[config.mk]
export PLATFORM = sky130hd
export DESIGN_NAME = idu_ctrl_flow_flat
export DESIGN_NICKNAME = d
export VERILOG_FILES = /design/src/rtl/idu_ctrl_flow_if.sv /design/src/rtl/idu_ctrl_flow.sv /design/src/flat_wrapper.sv
export SDC_FILE = /design/constraint.sdc
export NUM_CORES = 1
export LEC_CHECK = 0
export ABC_AREA = 1
export CORE_UTILIZATION = 35
export DETAILED_ROUTE_END_ITERATION = 6
export GPL_TIMING_DRIVEN = 0
export PLACE_DENSITY = 0.71
export SLEW_MARGIN = 20
export SYNTH_ARGS = -nofsm -noshare
export SYNTH_HDL_FRONTEND = slang
export SYNTH_SLANG_ARGS = --single-unit
[constraint.sdc]
create_clock -name brq_clk -period 8.4 [get_ports brq_clk]
set_input_delay 1.68 -clock brq_clk [delete_from_list [all_inputs] [get_ports brq_clk]]
set_output_delay 1.68 -clock brq_clk [all_outputs]
set_load 0.1 [all_outputs]
[src/rtl/idu_ctrl_flow_if.sv]
// Decode-stage control-flow bus: fetch PC/instruction in, redirect/stall back to
// fetch, operands and EX hazard info in, ID/EX pipeline register out.
interface idu_ctrl_flow_if #(
    parameter int DataWidth = 32
);
    logic [DataWidth-1:0] ifu_pc;
    logic [DataWidth-1:0] ifu_fetch_inst;
    logic [DataWidth-1:0] rs1_data;
    logic [DataWidth-1:0] rs2_data;
    logic                 ex_mem_read;
    logic [4:0]           ex_rd;
    logic                 ieu_stall;
    logic [4:0]           idu_rs1_addr;
    logic [4:0]           idu_rs2_addr;
    logic [1:0]           ifu_next_pc_sel;
    logic                 idu_branch;
    logic                 idu_flush;
    logic [1:0]           idu_stall;
    logic [DataWidth-1:0] idu_branch_addr;
    logic [DataWidth-1:0] idu_jal_addr;
    logic [DataWidth-1:0] idu_jalr_addr;
    logic [DataWidth-1:0] id_ex_pc;
    logic [DataWidth-1:0] id_ex_inst;
    logic                 id_ex_valid;

    modport slave (
        input  ifu_pc, ifu_fetch_inst, rs1_data, rs2_data, ex_mem_read, ex_rd, ieu_stall,
        output idu_rs1_addr, idu_rs2_addr, ifu_next_pc_sel, idu_branch, idu_flush, idu_stall,
        output idu_branch_addr, idu_jal_addr, idu_jalr_addr, id_ex_pc, id_ex_inst, id_ex_valid
    );

    modport master (
        output ifu_pc, ifu_fetch_inst, rs1_data, rs2_data, ex_mem_read, ex_rd, ieu_stall,
        input  idu_rs1_addr, idu_rs2_addr, ifu_next_pc_sel, idu_branch, idu_flush, idu_stall,
        input  idu_branch_addr, idu_jal_addr, idu_jalr_addr, id_ex_pc, id_ex_inst, id_ex_valid
    );
endinterface

[src/rtl/idu_ctrl_flow.sv]
// Decode-stage control flow: JAL/JALR/BRANCH redirect, load-use and FENCE stalls,
// and the ID/EX pipeline register.
module idu_ctrl_flow #(
    parameter int DataWidth   = 32,
    parameter int FenceCycles = 4
) (
    input logic            brq_clk,
    input logic            brq_rst,
    idu_ctrl_flow_if.slave bus
);
    localparam logic [6:0] OpJal    = 7'b1101111;
    localparam logic [6:0] OpJalr   = 7'b1100111;
    localparam logic [6:0] OpBranch = 7'b1100011;
    localparam logic [6:0] OpFence  = 7'b0001111;
    localparam logic [6:0] OpLoad   = 7'b0000011;
    localparam logic [6:0] OpStore  = 7'b0100011;
    localparam logic [6:0] OpOpImm  = 7'b0010011;
    localparam logic [6:0] OpOp     = 7'b0110011;

    localparam logic [0:0] ST_IDLE  = 1'b0;
    localparam logic [0:0] ST_DRAIN = 1'b1;

    localparam int              CntW    = (FenceCycles > 1) ? $clog2(FenceCycles) : 1;
    localparam logic [CntW-1:0] CntLoad = CntW'(FenceCycles - 1);
    localparam logic [CntW-1:0] CntZero = {CntW{1'b0}};

    logic [DataWidth-1:0] inst_s;
    logic [6:0]           op_s;
    logic [2:0]           funct3_s;
    logic [4:0]           rs1_s;
    logic [4:0]           rs2_s;
    logic [DataWidth-1:0] imm_j_s;
    logic [DataWidth-1:0] imm_b_s;
    logic [DataWidth-1:0] imm_i_s;
    logic                 uses_rs1_s;
    logic                 uses_rs2_s;
    logic                 load_use_s;
    logic                 fence_stall_s;
    logic                 stall_any_s;
    logic                 taken_s;
    logic [1:0]           sel_s;
    logic                 branch_s;
    logic                 flush_s;
    logic [0:0]           state_r;
    logic [CntW-1:0]      cnt_r;
    logic [DataWidth-1:0] id_ex_pc_r;
    logic [DataWidth-1:0] id_ex_inst_r;
    logic                 id_ex_valid_r;

    assign inst_s   = bus.ifu_fetch_inst;
    assign op_s     = inst_s[6:0];
    assign funct3_s = inst_s[14:12];
    assign rs1_s    = inst_s[19:15];
    assign rs2_s    = inst_s[24:20];

    assign imm_j_s = {{(DataWidth-20){inst_s[31]}}, inst_s[19:12], inst_s[20], inst_s[30:21], 1'b0};
    assign imm_b_s = {{(DataWidth-12){inst_s[31]}}, inst_s[7], inst_s[30:25], inst_s[11:8], 1'b0};
    assign imm_i_s = {{(DataWidth-12){inst_s[31]}}, inst_s[31:20]};

    assign bus.idu_rs1_addr    = rs1_s;
    assign bus.idu_rs2_addr    = rs2_s;
    assign bus.idu_branch_addr = bus.ifu_pc + imm_b_s;
    assign bus.idu_jal_addr    = bus.ifu_pc + imm_j_s;
    assign bus.idu_jalr_addr   = (bus.rs1_data + imm_i_s) & ~{{(DataWidth-1){1'b0}}, 1'b1};

    assign uses_rs1_s = (op_s == OpJalr) || (op_s == OpBranch) || (op_s == OpLoad) ||
                        (op_s == OpStore) || (op_s == OpOpImm) || (op_s == OpOp);
    assign uses_rs2_s = (op_s == OpBranch) || (op_s == OpStore) || (op_s == OpOp);
    assign load_use_s = bus.ex_mem_read && (bus.ex_rd != 5'd0) &&
                        ((uses_rs1_s && (bus.ex_rd == rs1_s)) || (uses_rs2_s && (bus.ex_rd == rs2_s)));

    // Branch condition from funct3; reserved encodings never take
    always_comb begin
        taken_s = 1'b0;
        case (funct3_s)
            3'b000:  taken_s = (bus.rs1_data == bus.rs2_data);
            3'b001:  taken_s = (bus.rs1_data != bus.rs2_data);
            3'b100:  taken_s = ($signed(bus.rs1_data) <  $signed(bus.rs2_data));
            3'b101:  taken_s = ($signed(bus.rs1_data) >= $signed(bus.rs2_data));
            3'b110:  taken_s = (bus.rs1_data <  bus.rs2_data);
            3'b111:  taken_s = (bus.rs1_data >= bus.rs2_data);
            default: taken_s = 1'b0;
        endcase
    end

    // FENCE drain stall depends only on FSM state and decode, never on ieu_stall
    always_comb begin
        fence_stall_s = 1'b0;
        case (state_r)
            ST_IDLE: begin
                if ((op_s == OpFence) && !load_use_s) begin
                    fence_stall_s = 1'b1;
                end else begin
                    fence_stall_s = 1'b0;
                end
            end
            ST_DRAIN: begin
                if (cnt_r != CntZero) begin
                    fence_stall_s = 1'b1;
                end else begin
                    fence_stall_s = 1'b0;
                end
            end
            default: fence_stall_s = 1'b0;
        endcase
    end

    assign stall_any_s   = load_use_s || fence_stall_s;
    assign bus.idu_stall = {fence_stall_s, load_use_s};

    // Next-PC select and flush; any stall defers the redirect
    always_comb begin
        sel_s    = 2'b00;
        branch_s = 1'b0;
        flush_s  = 1'b0;
        if (stall_any_s) begin
            sel_s    = 2'b00;
            branch_s = 1'b0;
            flush_s  = 1'b0;
        end else begin
            case (op_s)
                OpJal: begin
                    sel_s   = 2'b10;
                    flush_s = 1'b1;
                end
                OpJalr: begin
                    sel_s   = 2'b11;
                    flush_s = 1'b1;
                end
                OpBranch: begin
                    sel_s    = 2'b01;
                    branch_s = taken_s;
                    flush_s  = taken_s;
                end
                default: begin
                    sel_s    = 2'b00;
                    branch_s = 1'b0;
                    flush_s  = 1'b0;
                end
            endcase
        end
    end

    assign bus.ifu_next_pc_sel = sel_s;
    assign bus.idu_branch      = branch_s;
    assign bus.idu_flush       = flush_s;

    // FENCE drain sequencer; frozen while execute stalls
    always_ff @(posedge brq_clk) begin
        if (brq_rst) begin
            state_r <= ST_IDLE;
            cnt_r   <= CntZero;
        end else if (bus.ieu_stall) begin
            state_r <= state_r;
            cnt_r   <= cnt_r;
        end else begin
            case (state_r)
                ST_IDLE: begin
                    if (fence_stall_s) begin
                        state_r <= ST_DRAIN;
                        cnt_r   <= CntLoad;
                    end else begin
                        state_r <= ST_IDLE;
                        cnt_r   <= cnt_r;
                    end
                end
                ST_DRAIN: begin
                    if (cnt_r != CntZero) begin
                        state_r <= ST_DRAIN;
                        cnt_r   <= cnt_r - CntW'(1);
                    end else begin
                        state_r <= ST_IDLE;
                        cnt_r   <= CntZero;
                    end
                end
                default: begin
                    state_r <= ST_IDLE;
                    cnt_r   <= CntZero;
                end
            endcase
        end
    end

    // ID/EX pipeline register; a stall inserts a bubble but keeps the PC
    always_ff @(posedge brq_clk) begin
        if (brq_rst) begin
            id_ex_pc_r    <= {DataWidth{1'b0}};
            id_ex_inst_r  <= {DataWidth{1'b0}};
            id_ex_valid_r <= 1'b0;
        end else if (bus.ieu_stall) begin
            id_ex_pc_r    <= id_ex_pc_r;
            id_ex_inst_r  <= id_ex_inst_r;
            id_ex_valid_r <= id_ex_valid_r;
        end else if (stall_any_s) begin
            id_ex_pc_r    <= bus.ifu_pc;
            id_ex_inst_r  <= {DataWidth{1'b0}};
            id_ex_valid_r <= 1'b0;
        end else begin
            id_ex_pc_r    <= bus.ifu_pc;
            id_ex_inst_r  <= inst_s;
            id_ex_valid_r <= (inst_s != {DataWidth{1'b0}});
        end
    end

    assign bus.id_ex_pc    = id_ex_pc_r;
    assign bus.id_ex_inst  = id_ex_inst_r;
    assign bus.id_ex_valid = id_ex_valid_r;
endmodule

[src/flat_wrapper.sv]
// flat-port wrapper written by rule: the top's interface ports become plain ports
module idu_ctrl_flow_flat 
#(
    parameter int DataWidth   = 32,
    parameter int FenceCycles = 4
)
  (brq_clk, brq_rst, bus_ifu_pc, bus_ifu_fetch_inst, bus_rs1_data, bus_rs2_data, bus_ex_mem_read, bus_ex_rd, bus_ieu_stall, bus_idu_rs1_addr, bus_idu_rs2_addr, bus_ifu_next_pc_sel, bus_idu_branch, bus_idu_flush, bus_idu_stall, bus_idu_branch_addr, bus_idu_jal_addr, bus_idu_jalr_addr, bus_id_ex_pc, bus_id_ex_inst, bus_id_ex_valid);
  idu_ctrl_flow_if #(.DataWidth(DataWidth)) bus_i ();
  input logic brq_clk;
  input logic brq_rst;
  input wire logic [$bits(bus_i.ifu_pc)-1:0] bus_ifu_pc;
  input wire logic [$bits(bus_i.ifu_fetch_inst)-1:0] bus_ifu_fetch_inst;
  input wire logic [$bits(bus_i.rs1_data)-1:0] bus_rs1_data;
  input wire logic [$bits(bus_i.rs2_data)-1:0] bus_rs2_data;
  input wire logic [$bits(bus_i.ex_mem_read)-1:0] bus_ex_mem_read;
  input wire logic [$bits(bus_i.ex_rd)-1:0] bus_ex_rd;
  input wire logic [$bits(bus_i.ieu_stall)-1:0] bus_ieu_stall;
  output wire logic [$bits(bus_i.idu_rs1_addr)-1:0] bus_idu_rs1_addr;
  output wire logic [$bits(bus_i.idu_rs2_addr)-1:0] bus_idu_rs2_addr;
  output wire logic [$bits(bus_i.ifu_next_pc_sel)-1:0] bus_ifu_next_pc_sel;
  output wire logic [$bits(bus_i.idu_branch)-1:0] bus_idu_branch;
  output wire logic [$bits(bus_i.idu_flush)-1:0] bus_idu_flush;
  output wire logic [$bits(bus_i.idu_stall)-1:0] bus_idu_stall;
  output wire logic [$bits(bus_i.idu_branch_addr)-1:0] bus_idu_branch_addr;
  output wire logic [$bits(bus_i.idu_jal_addr)-1:0] bus_idu_jal_addr;
  output wire logic [$bits(bus_i.idu_jalr_addr)-1:0] bus_idu_jalr_addr;
  output wire logic [$bits(bus_i.id_ex_pc)-1:0] bus_id_ex_pc;
  output wire logic [$bits(bus_i.id_ex_inst)-1:0] bus_id_ex_inst;
  output wire logic [$bits(bus_i.id_ex_valid)-1:0] bus_id_ex_valid;
  assign bus_i.ifu_pc = bus_ifu_pc;
  assign bus_i.ifu_fetch_inst = bus_ifu_fetch_inst;
  assign bus_i.rs1_data = bus_rs1_data;
  assign bus_i.rs2_data = bus_rs2_data;
  assign bus_i.ex_mem_read = bus_ex_mem_read;
  assign bus_i.ex_rd = bus_ex_rd;
  assign bus_i.ieu_stall = bus_ieu_stall;
  assign bus_idu_rs1_addr = bus_i.idu_rs1_addr;
  assign bus_idu_rs2_addr = bus_i.idu_rs2_addr;
  assign bus_ifu_next_pc_sel = bus_i.ifu_next_pc_sel;
  assign bus_idu_branch = bus_i.idu_branch;
  assign bus_idu_flush = bus_i.idu_flush;
  assign bus_idu_stall = bus_i.idu_stall;
  assign bus_idu_branch_addr = bus_i.idu_branch_addr;
  assign bus_idu_jal_addr = bus_i.idu_jal_addr;
  assign bus_idu_jalr_addr = bus_i.idu_jalr_addr;
  assign bus_id_ex_pc = bus_i.id_ex_pc;
  assign bus_id_ex_inst = bus_i.id_ex_inst;
  assign bus_id_ex_valid = bus_i.id_ex_valid;
  idu_ctrl_flow #(.DataWidth(DataWidth), .FenceCycles(FenceCycles)) u_core (.brq_clk(brq_clk), .brq_rst(brq_rst), .bus(bus_i));
endmodule
Word-level counts from Yosys, hierarchy flattened
Index checks and enable logic that the tools add are counted.
{"block": "op_classes", "n_bitwise": 2, "muxes": 17, "n_reduce_logical": 21, "multipliers": 0, "n_eq_ne": 18, "shift": 0, "n_div": 0, "order_cmp": 4, "addsub": 4}
{"cell": "$add 32x32->32", "count": 3}
{"cell": "$ge 32x32->1", "count": 2}
{"cell": "$lt 32x32->1", "count": 2}
{"cell": "$eq 32x32->1", "count": 1}
{"cell": "$mux 32", "count": 1}
{"cell": "$ne 32x32->1", "count": 1}
{"cell": "$reduce_bool 32->1", "count": 1}
{"cell": "$eq 7x7->1 const B", "count": 3}
{"cell": "$eq 7x6->1 const B", "count": 2}
{"cell": "$eq 3x3->1 const B", "count": 4}
{"cell": "$eq 5x5->1", "count": 2}
{"cell": "$logic_or 1x1->1", "count": 9}
{"cell": "$eq 7x2->1 const B", "count": 1}
{"cell": "$eq 7x4->1 const B", "count": 1}
{"cell": "$eq 7x5->1 const B", "count": 1}
{"cell": "$mux 1", "count": 7}
{"cell": "$mux 2", "count": 3}
{"cell": "$pmux 1 s2", "count": 3}
{"cell": "$pmux 1 s6", "count": 1}
{"cell": "$pmux 2 s3", "count": 1}
{"cell": "$logic_and 1x1->1", "count": 5}
{"cell": "$reduce_bool 5->1", "count": 1}
{"cell": "$pmux 2 s2", "count": 1}
{"cell": "$eq 3x1->1 const B", "count": 1}
{"cell": "other kinds (8)", "count": 9}
{"block": "totals", "mem_count": 0, "latch_bits": 0, "mem_bits_ro": 0, "wordCells": 71, "register_bits": 68, "ram_bits": 0, "out_inout_bits": 177, "inputBits": 137}

Longest topological paths before layout
Gate-level depths: netlist of the first run.
{"block": "logic_depth", "ltp_word": 15, "mapped_depth": 19, "depth_no_buf": 19}

Worst setup path before layout of the first run
Ideal clock, no wire load.
{"block": "synth_timing", "path_type": "input-to-output", "from": "input port bus_ifu_fetch_inst[8]", "to": "output port bus_idu_branch_addr[27]", "required_time_ns": 6.720, "arrival_ns": 4.659, "path_buffers": 0, "setup_slack_ns": 2.061, "path_stages": 11, "cell_sequence": "ha_1 > inv_1 > fa_1 > nand3b_1 > nand3_1 > inv_1 > o21ai_0 > nand4_1 > nand3_2 > a21oi_1 > xor2_1"}
{"block": "synth_between", "elab_chain_cells": 1}
{"element": "from (decl)", "line_no": "flat_wrapper.sv:12", "rtl": "input wire logic [$bits(bus_i.ifu_fetch_inst)-1:0] bus_ifu_fetch_inst;"}
{"element": "$add 32x32->32", "line_no": "idu_ctrl_flow.sv:62", "rtl": "assign bus.idu_branch_addr = bus.ifu_pc + imm_b_s;"}
{"element": "to (decl)", "line_no": "flat_wrapper.sv:24", "rtl": "output wire logic [$bits(bus_i.idu_branch_addr)-1:0] bus_idu_branch_addr;"}
No other way between the ends.

Worst setup path in the final report of the first run
{"block": "layout_timing", "from": "input port bus_ifu_fetch_inst[21]", "to": "output port bus_idu_jal_addr[27]"}
{"block": "layout_between", "elab_chain_cells": 1}
{"element": "$add 32x32->32", "line_no": "idu_ctrl_flow.sv:63", "rtl": "assign bus.idu_jal_addr = bus.ifu_pc + imm_j_s;"}
{"element": "to (decl)", "line_no": "flat_wrapper.sv:25", "rtl": "output wire logic [$bits(bus_i.idu_jal_addr)-1:0] bus_idu_jal_addr;"}
No other way between the ends.

==> metrics.txt, run 1 <==
# TYPE chip_impl_metric gauge
chip_impl_info{name="run_status",value="completed"} 1
chip_impl_metric{name="max_stage_delay",unit="ns"} 1.16
chip_impl_info{name="crit_path_end_kind",value="primary output"} 1
chip_impl_metric{name="cts.clk_slew.worst_paths",unit="ns"} 0.06
chip_impl_metric{name="cts_made_buffers",unit=""} 9
chip_impl_metric{name="switching_component_of_the_power",unit="mW"} 1.49
chip_impl_metric{name="clockBufferDepth",unit=""} 2
chip_impl_metric{name="io_buffer_count",unit=""} 311
chip_impl_metric{name="post_synthesis_average_cell_area",unit="µm²"} 6.41
chip_impl_metric{name="final-setup-viol-count",unit=""} 0
chip_impl_metric{name="final_layout_size_suffix_gt1_share",unit="%"} 4.83
chip_impl_metric{name="hold_slack",unit="ns"} 0.457
chip_impl_metric{name="power_density",unit="mW/mm²"} 206
chip_impl_metric{name="layout_overhead_on_the_synthesized_area",unit="%"} 45.9
chip_impl_metric{name="die_width",unit="µm"} 157
chip_impl_metric{name="clkPwrFrac",unit="%"} 16.7
chip_impl_metric{name="p_seq_share",unit="%"} 14.0
chip_impl_metric{name="synth_fp_nets",unit=""} 1554
chip_impl_metric{name="finalHoldViolations",unit=""} 0
chip_impl_metric{name="post_synth_edffs",unit=""} 0
chip_impl_metric{name="least_margin_pin_slew",unit="ns"} 1.09
chip_impl_info{name="highest-signal-layer",value="met4"} 1
chip_impl_info{name="layout_commonest_cell",value="clkdlybuf4s50_1"} 1
chip_impl_info{name="crit_path_kind",value="in -> out"} 1
chip_impl_info{name="type_of_origin_of_the_critical_path",value="input port"} 1
chip_impl_metric{name="drt-wirelength-per-cell",unit="µm"} 17.6
chip_impl_metric{name="clock_skew",unit="ns"} 0.00407
chip_impl_metric{name="drv_slew",unit=""} 0
chip_impl_metric{name="nets",unit=""} 1877
chip_impl_info{name="path_cells",value="clkdlybuf4s50_1 > ha_1 > inv_1 > fa_1 > nand3b_1 > nand3_2 > inv_1 > o21ai_0 > nand4_1 > nand3_1 > a21oi_1 > xor2_1 > clkdlybuf4s50_1"} 1
chip_impl_metric{name="clock_sink_count",unit=""} 68
chip_impl_info{name="clockRootBuffer",value="clkbuf_16"} 1
chip_impl_metric{name="grt_remaining_overflow",unit=""} 0
chip_impl_metric{name="route.final.wire_length",unit="µm"} 34400
chip_impl_info{name="synthFlopType",value="dfxtp_1"} 1
chip_impl_info{name="top_cells_by_area_synth",value="dfxtp_1 16%, ha_1 16%, nand2_1 11%, a21oi_1 8.3%, nor2_1 6.9%"} 1
chip_impl_metric{name="met2RoutedLength",unit="µm"} 14600
chip_impl_metric{name="antenna_left",unit=""} 0
chip_impl_metric{name="post_dp_cell_area",unit="mm²"} 0.0119
chip_impl_metric{name="synthesis_warnings",unit=""} 0
chip_impl_metric{name="die_y",unit="µm"} 157
chip_impl_metric{name="initialDrtViolationCount",unit=""} 663
chip_impl_info{name="cell_taking_the_most_area_after_synthesis",value="dfxtp_1"} 1
chip_impl_info{name="tritoncts",value="done"} 1
chip_impl_metric{name="power.share.switching",unit="%"} 59.2
chip_impl_metric{name="fillers",unit=""} 2375
chip_impl_info{name="mostFrequentLayoutCells",value="310 x clkdlybuf4s50_1, 253 x nand2_1, 155 x nor2_1"} 1
chip_impl_metric{name="register_area",unit="mm²"} 0.00136
chip_impl_metric{name="die-area",unit="mm²"} 0.0246
chip_impl_metric{name="preCtsSetupSlack",unit="ns"} 0.928
chip_impl_metric{name="timing.critical_path.required",unit="ns"} 6.72
chip_impl_metric{name="synth_largest_type_area_fraction",unit="%"} 16.2
chip_impl_metric{name="first_global_vias",unit=""} 9381
chip_impl_metric{name="clkLatencyLatePin",unit="ns"} 0.35
chip_impl_metric{name="worst_ir_drop_vdd",unit="µV"} 171
chip_impl_metric{name="gpl.final_weighted_congestion",unit=""} 0.954
chip_impl_metric{name="p_comb_share",unit="%"} 69.2
chip_impl_metric{name="first_pass_grt_wire_length",unit="µm"} 52000
chip_impl_metric{name="critPathBufInv",unit=""} 4
chip_impl_metric{name="worst_slack",unit="ns"} 0.847
chip_impl_metric{name="post-route-cell-area",unit="mm²"} 0.0122
chip_impl_metric{name="grt_use_total",unit="%"} 27.9
chip_impl_metric{name="initial_utilization",unit="%"} 35.7
chip_impl_metric{name="cap_viol_max_count",unit=""} 0
chip_impl_metric{name="setup_tns",unit="ns"} 0
chip_impl_metric{name="max-slew-margin-rel",unit="%"} 27.4
chip_impl_metric{name="top_level_pins",unit=""} 314
chip_impl_metric{name="design_power_total",unit="mW"} 2.52
chip_impl_metric{name="worst_ep_arrival_time",unit="ns"} 5.87
chip_impl_info{name="hp-class",value="reg -> reg"} 1
chip_impl_info{name="worst_path_max_delay_cell",value="clkdlybuf4s50_1"} 1
chip_impl_metric{name="remaining_drc_errors",unit=""} 0
chip_impl_metric{name="holdBufCountCts",unit=""} 0
chip_impl_metric{name="row_count",unit=""} 56
chip_impl_metric{name="drt_pre_antenna_iters",unit=""} 5
chip_impl_metric{name="route.vias.total",unit=""} 10000
chip_impl_metric{name="core_area",unit="mm²"} 0.0235
chip_impl_metric{name="layout_min_cycle_time",unit="ns"} 7.55
chip_impl_metric{name="wl_met3",unit="µm"} 2410
chip_impl_metric{name="layout_worst_path_cycle_share",unit="%"} 89.9
chip_impl_metric{name="worstPathMaxFanout",unit=""} 6
chip_impl_metric{name="htreeDepth",unit=""} 3
chip_impl_metric{name="achievable_clock_frequency",unit="MHz"} 132
chip_impl_metric{name="post-cts-setup-buffer-count",unit=""} 0
chip_impl_metric{name="largest_net_degree_at_the_start_of_global_routing",unit=""} 32
chip_impl_metric{name="synthCells",unit=""} 1309
chip_impl_metric{name="wl_met1",unit="µm"} 16300
chip_impl_info{name="rsz0062_at_grt",value="no"} 1
chip_impl_metric{name="ys_seq_elements",unit=""} 68
chip_impl_metric{name="post_drt_via_cell_ratio",unit=""} 5.12
chip_impl_metric{name="internal_power",unit="mW"} 1.03
chip_impl_metric{name="hpwlAfterDp",unit="µm"} 29300
chip_impl_metric{name="ys_seq_area_share",unit="%"} 16.2
chip_impl_metric{name="antenna_violations_before_repair",unit=""} 2
chip_impl_metric{name="synth_cell_types",unit=""} 47
chip_impl_metric{name="synth_async_sr_flop_share",unit="%"} 0
chip_impl_metric{name="p_leak",unit="nW"} 5.52
chip_impl_metric{name="post_cts.resized_instances",unit=""} 0
chip_impl_metric{name="multi_input_area",unit="mm²"} 0.00620
chip_impl_metric{name="cell_area_after_technology_mapping",unit="mm²"} 0.00839
chip_impl_info{name="critical_path.top_delay_family",value="buffers and inverters"} 1
-- flip-flops by register name, indices dropped and copies added, names as in the netlist --
register                count
u_core.bus.id_ex_inst      32
u_core.bus.id_ex_pc        32
u_core.cnt_r                2
u_core.bus.id_ex_valid      1
u_core.state_r              1
-- cell usage after synthesis, drive strengths merged (9+ instances only) --
| master | instances |
|---|---|
| nand2 | 257 |
| ha | 105 |
| nand4 | 15 |
| nand3 | 79 |
| xor2 | 65 |
| buf | 24 |
| nor2 | 157 |
| a21oi | 148 |
| o21ai | 100 |
| dfxtp | 68 |
| inv | 156 |
| xnor2 | 25 |
| nor3 | 24 |
| nor4 | 16 |
| clkbuf | 17 |
| a21o | 9 |
-- logic make-up after synthesis --
| kind of cell | synth area share, % |
|---|---|
| buffers and inverters | 9.90 |
| flip-flops | 16.2 |
| XOR/XNOR | 9.39 |
| other | 0.0447 |
| AO/OA/AOI/OAI | 20.1 |
| AND/OR/NAND/NOR | 28.0 |
| adder cells (fa/ha/maj) | 16.4 |
-- stage by stage --
step,cells,utilization (%)
floorplan,1309,-
global placement,1939,50.7
detailed placement,1940,50.8
CTS,1956,52.1
global route,1958,52.1
finish,1958,52.1
-- worst reg2reg max path, stage by stage, from the launching register on --
cell	delay, ns
dfxtp_1	0.32
inv_1	0.07
nand4_1	0.12
nand2_1	0.14
nor2_2	0.23
buf_2	0.34
nand3_1	0.13
a21oi_1	0.16
-- path summary, 6_finish.rpt --
check	start	to	slack (ns)	cells after the start
setup / recovery	bus_ifu_fetch_inst[21]	bus_idu_jal_addr[27]	0.85	13
hold / removal	u_core.bus.id_ex_inst[30]	u_core.bus.id_ex_inst[30]	0.46	2
hold reg to reg	u_core.bus.id_ex_inst[30]	u_core.bus.id_ex_inst[30]	0.46	2
setup reg to reg	u_core.state_r	u_core.bus.id_ex_inst[23]	6.80	7
-- cell type report --
class / count / share of cell area (%)
Clock inverter: 6 / 0.726
Tap cell: 319 / 3.26
Antenna cell: 2 / 0.0409
Clock buffer: 10 / 1.87
Multi-Input combinational cell: 1044 / 50.6
Timing Repair Buffer: 312 / 25.6
Sequential cell: 68 / 11.1
Buffer: 41 / 2.00
Inverter: 156 / 4.78
-- power by group through the flow --
| stage | logic (mW) | clock network, mW | registers, mW |
|---|---|---|---|
| final | 1.75 | 0.422 | 0.354 |
| after global routing | 1.82 | 0.437 | 0.356 |
| after CTS | 1.74 | 0.427 | 0.354 |
| after detailed placement | 1.74 | 0 | 0.360 |
| after global placement | 1.73 | 0 | 0.360 |
| after floorplan | 1.14 | 0 | 0.501 |
-- metal layers --
layer  global-route usage, %  vias up
li1                        -     5038
met1                    39.1     4532
met2                    42.8      400
met3                    4.65       62
met4                    9.24        0
met5                       0        -
Power figures use the tool's default switching activity.
==> run 2, diff against run 1 <==
MAX_ROUTING_LAYER = met4   (was default)
SETUP_SLACK_MARGIN = 0.05   (was default)
TNS_END_PERCENT = 50   (was default)
==> run 2 against run 1 <==
Effect of this change:
- total power decreased by 0.16%
- hold slack improved by 0.0046 ns
- sequential power about the same
==> metrics.txt, run 2 (same netlist as run 1, synthesis figures left out) <==
# TYPE chip_impl_metric gauge
chip_impl_metric{name="clock_sink_count",unit=""} 68
chip_impl_info{name="worst_r2r_startpoint",value="u_core.state_r"} 1
chip_impl_metric{name="post-cts-setup-buffer-count",unit=""} 0
chip_impl_metric{name="gpl.final_weighted_congestion",unit=""} 0.952
chip_impl_info{name="worst_hold_startpoint",value="u_core.bus.id_ex_inst[30]"} 1
chip_impl_metric{name="drt-wirelength-per-cell",unit="µm"} 17.6
chip_impl_metric{name="die_y",unit="µm"} 157
chip_impl_metric{name="reg2reg_depth",unit=""} 7
chip_impl_metric{name="placed_cells_incl_taps",unit=""} 1940
chip_impl_info{name="layout_commonest_cell",value="clkdlybuf4s50_1"} 1
chip_impl_metric{name="io_buffer_count",unit=""} 311
chip_impl_info{name="crit_path_end_kind",value="primary output"} 1
chip_impl_info{name="run_status",value="completed"} 1
chip_impl_metric{name="final-setup-viol-count",unit=""} 0
chip_impl_metric{name="finalHoldViolations",unit=""} 0
chip_impl_metric{name="row_count",unit=""} 56
chip_impl_info{name="type_of_origin_of_the_critical_path",value="input port"} 1
chip_impl_metric{name="post_dp_cell_area",unit="mm²"} 0.0119
chip_impl_metric{name="grt_remaining_overflow",unit=""} 0
chip_impl_metric{name="max_stage_delay",unit="ns"} 1.15
chip_impl_metric{name="final_cells",unit=""} 1957
chip_impl_metric{name="drv_slew",unit=""} 0
chip_impl_metric{name="post_cts.resized_instances",unit=""} 0
chip_impl_metric{name="hold_depth",unit=""} 2
chip_impl_metric{name="layout_overhead_on_the_synthesized_area",unit="%"} 45.9
chip_impl_metric{name="first_global_vias",unit=""} 9368
chip_impl_metric{name="drt_pre_antenna_iters",unit=""} 6
chip_impl_metric{name="layout_worst_path_cycle_share",unit="%"} 90.0
chip_impl_metric{name="route.vias.total",unit=""} 10000
chip_impl_metric{name="clock_skew",unit="ns"} 0.00718
chip_impl_metric{name="remaining_drc_errors",unit=""} 0
chip_impl_metric{name="die-area",unit="mm²"} 0.0246
chip_impl_metric{name="nets",unit=""} 1877
chip_impl_metric{name="least_margin_pin_slew",unit="ns"} 1.06
chip_impl_info{name="hp-class",value="reg -> reg"} 1
chip_impl_metric{name="p_leak",unit="nW"} 5.52
chip_impl_info{name="worst_path_max_delay_cell",value="clkdlybuf4s50_1"} 1
chip_impl_info{name="r2r_end",value="u_core.bus.id_ex_inst[24]"} 1
chip_impl_metric{name="holdBufCountCts",unit=""} 0
chip_impl_metric{name="cap_viol_max_count",unit=""} 0
chip_impl_metric{name="antenna_violations_before_repair",unit=""} 1
chip_impl_metric{name="worstPathMaxFanout",unit=""} 6
chip_impl_metric{name="grt_use_total",unit="%"} 28.6
chip_impl_info{name="mostFrequentLayoutCells",value="310 x clkdlybuf4s50_1, 253 x nand2_1, 155 x nor2_1"} 1
chip_impl_metric{name="largest_net_degree_at_the_start_of_global_routing",unit=""} 34
chip_impl_metric{name="preCtsSetupSlack",unit="ns"} 0.912
chip_impl_metric{name="layout_min_cycle_time",unit="ns"} 7.56
chip_impl_metric{name="top_level_pins",unit=""} 314
chip_impl_metric{name="antenna_left",unit=""} 0
chip_impl_info{name="path_cells",value="clkdlybuf4s50_1 > ha_1 > inv_1 > fa_1 > nand3b_1 > nand3_2 > inv_1 > o21ai_0 > nand4_1 > nand3_1 > a21oi_1 > xor2_1 > clkdlybuf4s50_1"} 1
chip_impl_metric{name="worst_ep_arrival_time",unit="ns"} 5.88
chip_impl_metric{name="regToRegSetupSlack",unit="ns"} 6.80
chip_impl_metric{name="timing.critical_path.required",unit="ns"} 6.72
chip_impl_metric{name="first_pass_grt_wire_length",unit="µm"} 51800
chip_impl_metric{name="cts.clk_slew.worst_paths",unit="ns"} 0.06
chip_impl_metric{name="worst_slack",unit="ns"} 0.842
chip_impl_info{name="rsz0062_at_grt",value="no"} 1
chip_impl_metric{name="achievable_clock_frequency",unit="MHz"} 132
chip_impl_info{name="crit_path_kind",value="in -> out"} 1
chip_impl_metric{name="hpwlAfterDp",unit="µm"} 29500
chip_impl_metric{name="route.final.wire_length",unit="µm"} 34500
chip_impl_metric{name="cts_made_buffers",unit=""} 9
chip_impl_info{name="tritoncts",value="done"} 1
chip_impl_metric{name="initialDrtViolationCount",unit=""} 751
chip_impl_metric{name="clockBufferDepth",unit=""} 2
chip_impl_metric{name="initial_utilization",unit="%"} 35.7
chip_impl_info{name="clockRootBuffer",value="clkbuf_16"} 1
chip_impl_metric{name="final_layout_size_suffix_gt1_share",unit="%"} 4.83
chip_impl_info{name="hold_end",value="u_core.bus.id_ex_inst[30]"} 1
chip_impl_metric{name="power_density",unit="mW/mm²"} 206
chip_impl_metric{name="max-slew-margin-rel",unit="%"} 29.0
chip_impl_metric{name="htreeDepth",unit=""} 3
chip_impl_metric{name="worst_ir_drop_vdd",unit="µV"} 202
chip_impl_metric{name="die_width",unit="µm"} 157
chip_impl_metric{name="post_drt_via_cell_ratio",unit=""} 5.11
chip_impl_metric{name="core_area",unit="mm²"} 0.0235
chip_impl_metric{name="post-route-cell-area",unit="mm²"} 0.0122
chip_impl_metric{name="clkLatencyLatePin",unit="ns"} 0.35
run 2: cell count changes in the layout (fill, tap and decap cells not counted):
cell and delta:
diode_2 -1
run 2: power by group:
| group | switching, mW | internal [mW] | total (mW) | leakage (nW) |
|---|---|---|---|---|
| Combinational | 1.32 | 0.424 | 1.75 | 4.81 |
| Sequential | 0.0108 | 0.343 | 0.354 | 0.563 |
| Clock | 0.157 | 0.260 | 0.417 | 0.149 |
| Total | 1.49 | 1.03 | 2.52 | 5.52 |
run 2: critical path, delay by kind of cell:
family | cells | cell delay, ns
simple gates | 4 | 0.72
fa+ha+maj | 2 | 0.71
compound gates | 2 | 0.63
buf+inv | 4 | 1.99
xor+xnor | 1 | 0.15
run 2: metal layers:
| layer | GRT usage, % | share of wire [%] | vias up |
|---|---|---|---|
| met4 | 6.49 | 2.2 | 0 |
| met3 | 5.95 | 8.1 | 49 |
| met5 | - | 0 | - |
| li1 | - | - | 5031 |
| met1 | 38.8 | 47 | 4532 |
| met2 | 43.2 | 43 | 390 |
run 2: layout make-up:
cell class	count	area, µm²
repair buffers	312	3130
clock buffers	10	229
multi-input cells	1044	6200
diodes	1	2.50
fillers	2380	11200
flip-flops and latches	68	1360
inverters	156	586
clock inverters	6	88.8
well taps	319	399
plain buffers	41	245
run 2: stage by stage:
stage / util (%) / TNS (ns) / power (mW) / hold WS, ns
after global placement: 50.7 / -0.0974 / 2.10 / 0.447
after detailed placement: 50.8 / 0 / 2.10 / 0.453
after CTS: 52.1 / 0 / 2.52 / 0.462
after floorplan: - / 0 / 1.64 / 0.459
final: 52.1 / 0 / 2.52 / 0.461
after global routing: 52.1 / 0 / 2.61 / 0.474
run 2: worst max-delay path by stage:
stage                      startpoint                 endpoint  slack (ns)
5_1_grt        bus_ifu_fetch_inst[21]     bus_idu_jal_addr[31]        0.66
6_report       bus_ifu_fetch_inst[21]     bus_idu_jal_addr[31]        0.84
2_1_floorplan   bus_ifu_fetch_inst[8]  bus_idu_branch_addr[27]        2.06
4_1_cts        bus_ifu_fetch_inst[21]     bus_idu_jal_addr[31]        0.89
3_5_place_dp   bus_ifu_fetch_inst[21]     bus_idu_jal_addr[31]        0.91
3_3_place_gp   bus_ifu_fetch_inst[31]    bus_idu_jalr_addr[22]        -0.1
==> run 3, diff against run 2 <==
clock period = 8.9 ns   (was 8.4 ns; I/O delays follow)
==> results of run 3 <==
The final DEF is identical to that of run 2. Status: completed.
Among the figures that moved: setup slack after placement 0.912 ns -> 1.21 ns; setup slack after layout 0.842 ns -> 1.14 ns; register-to-register setup slack 6.80 ns -> 7.30 ns; total power 2.52 mW -> 2.38 mW; worst IR drop on VDD 202 µV -> 191 µV
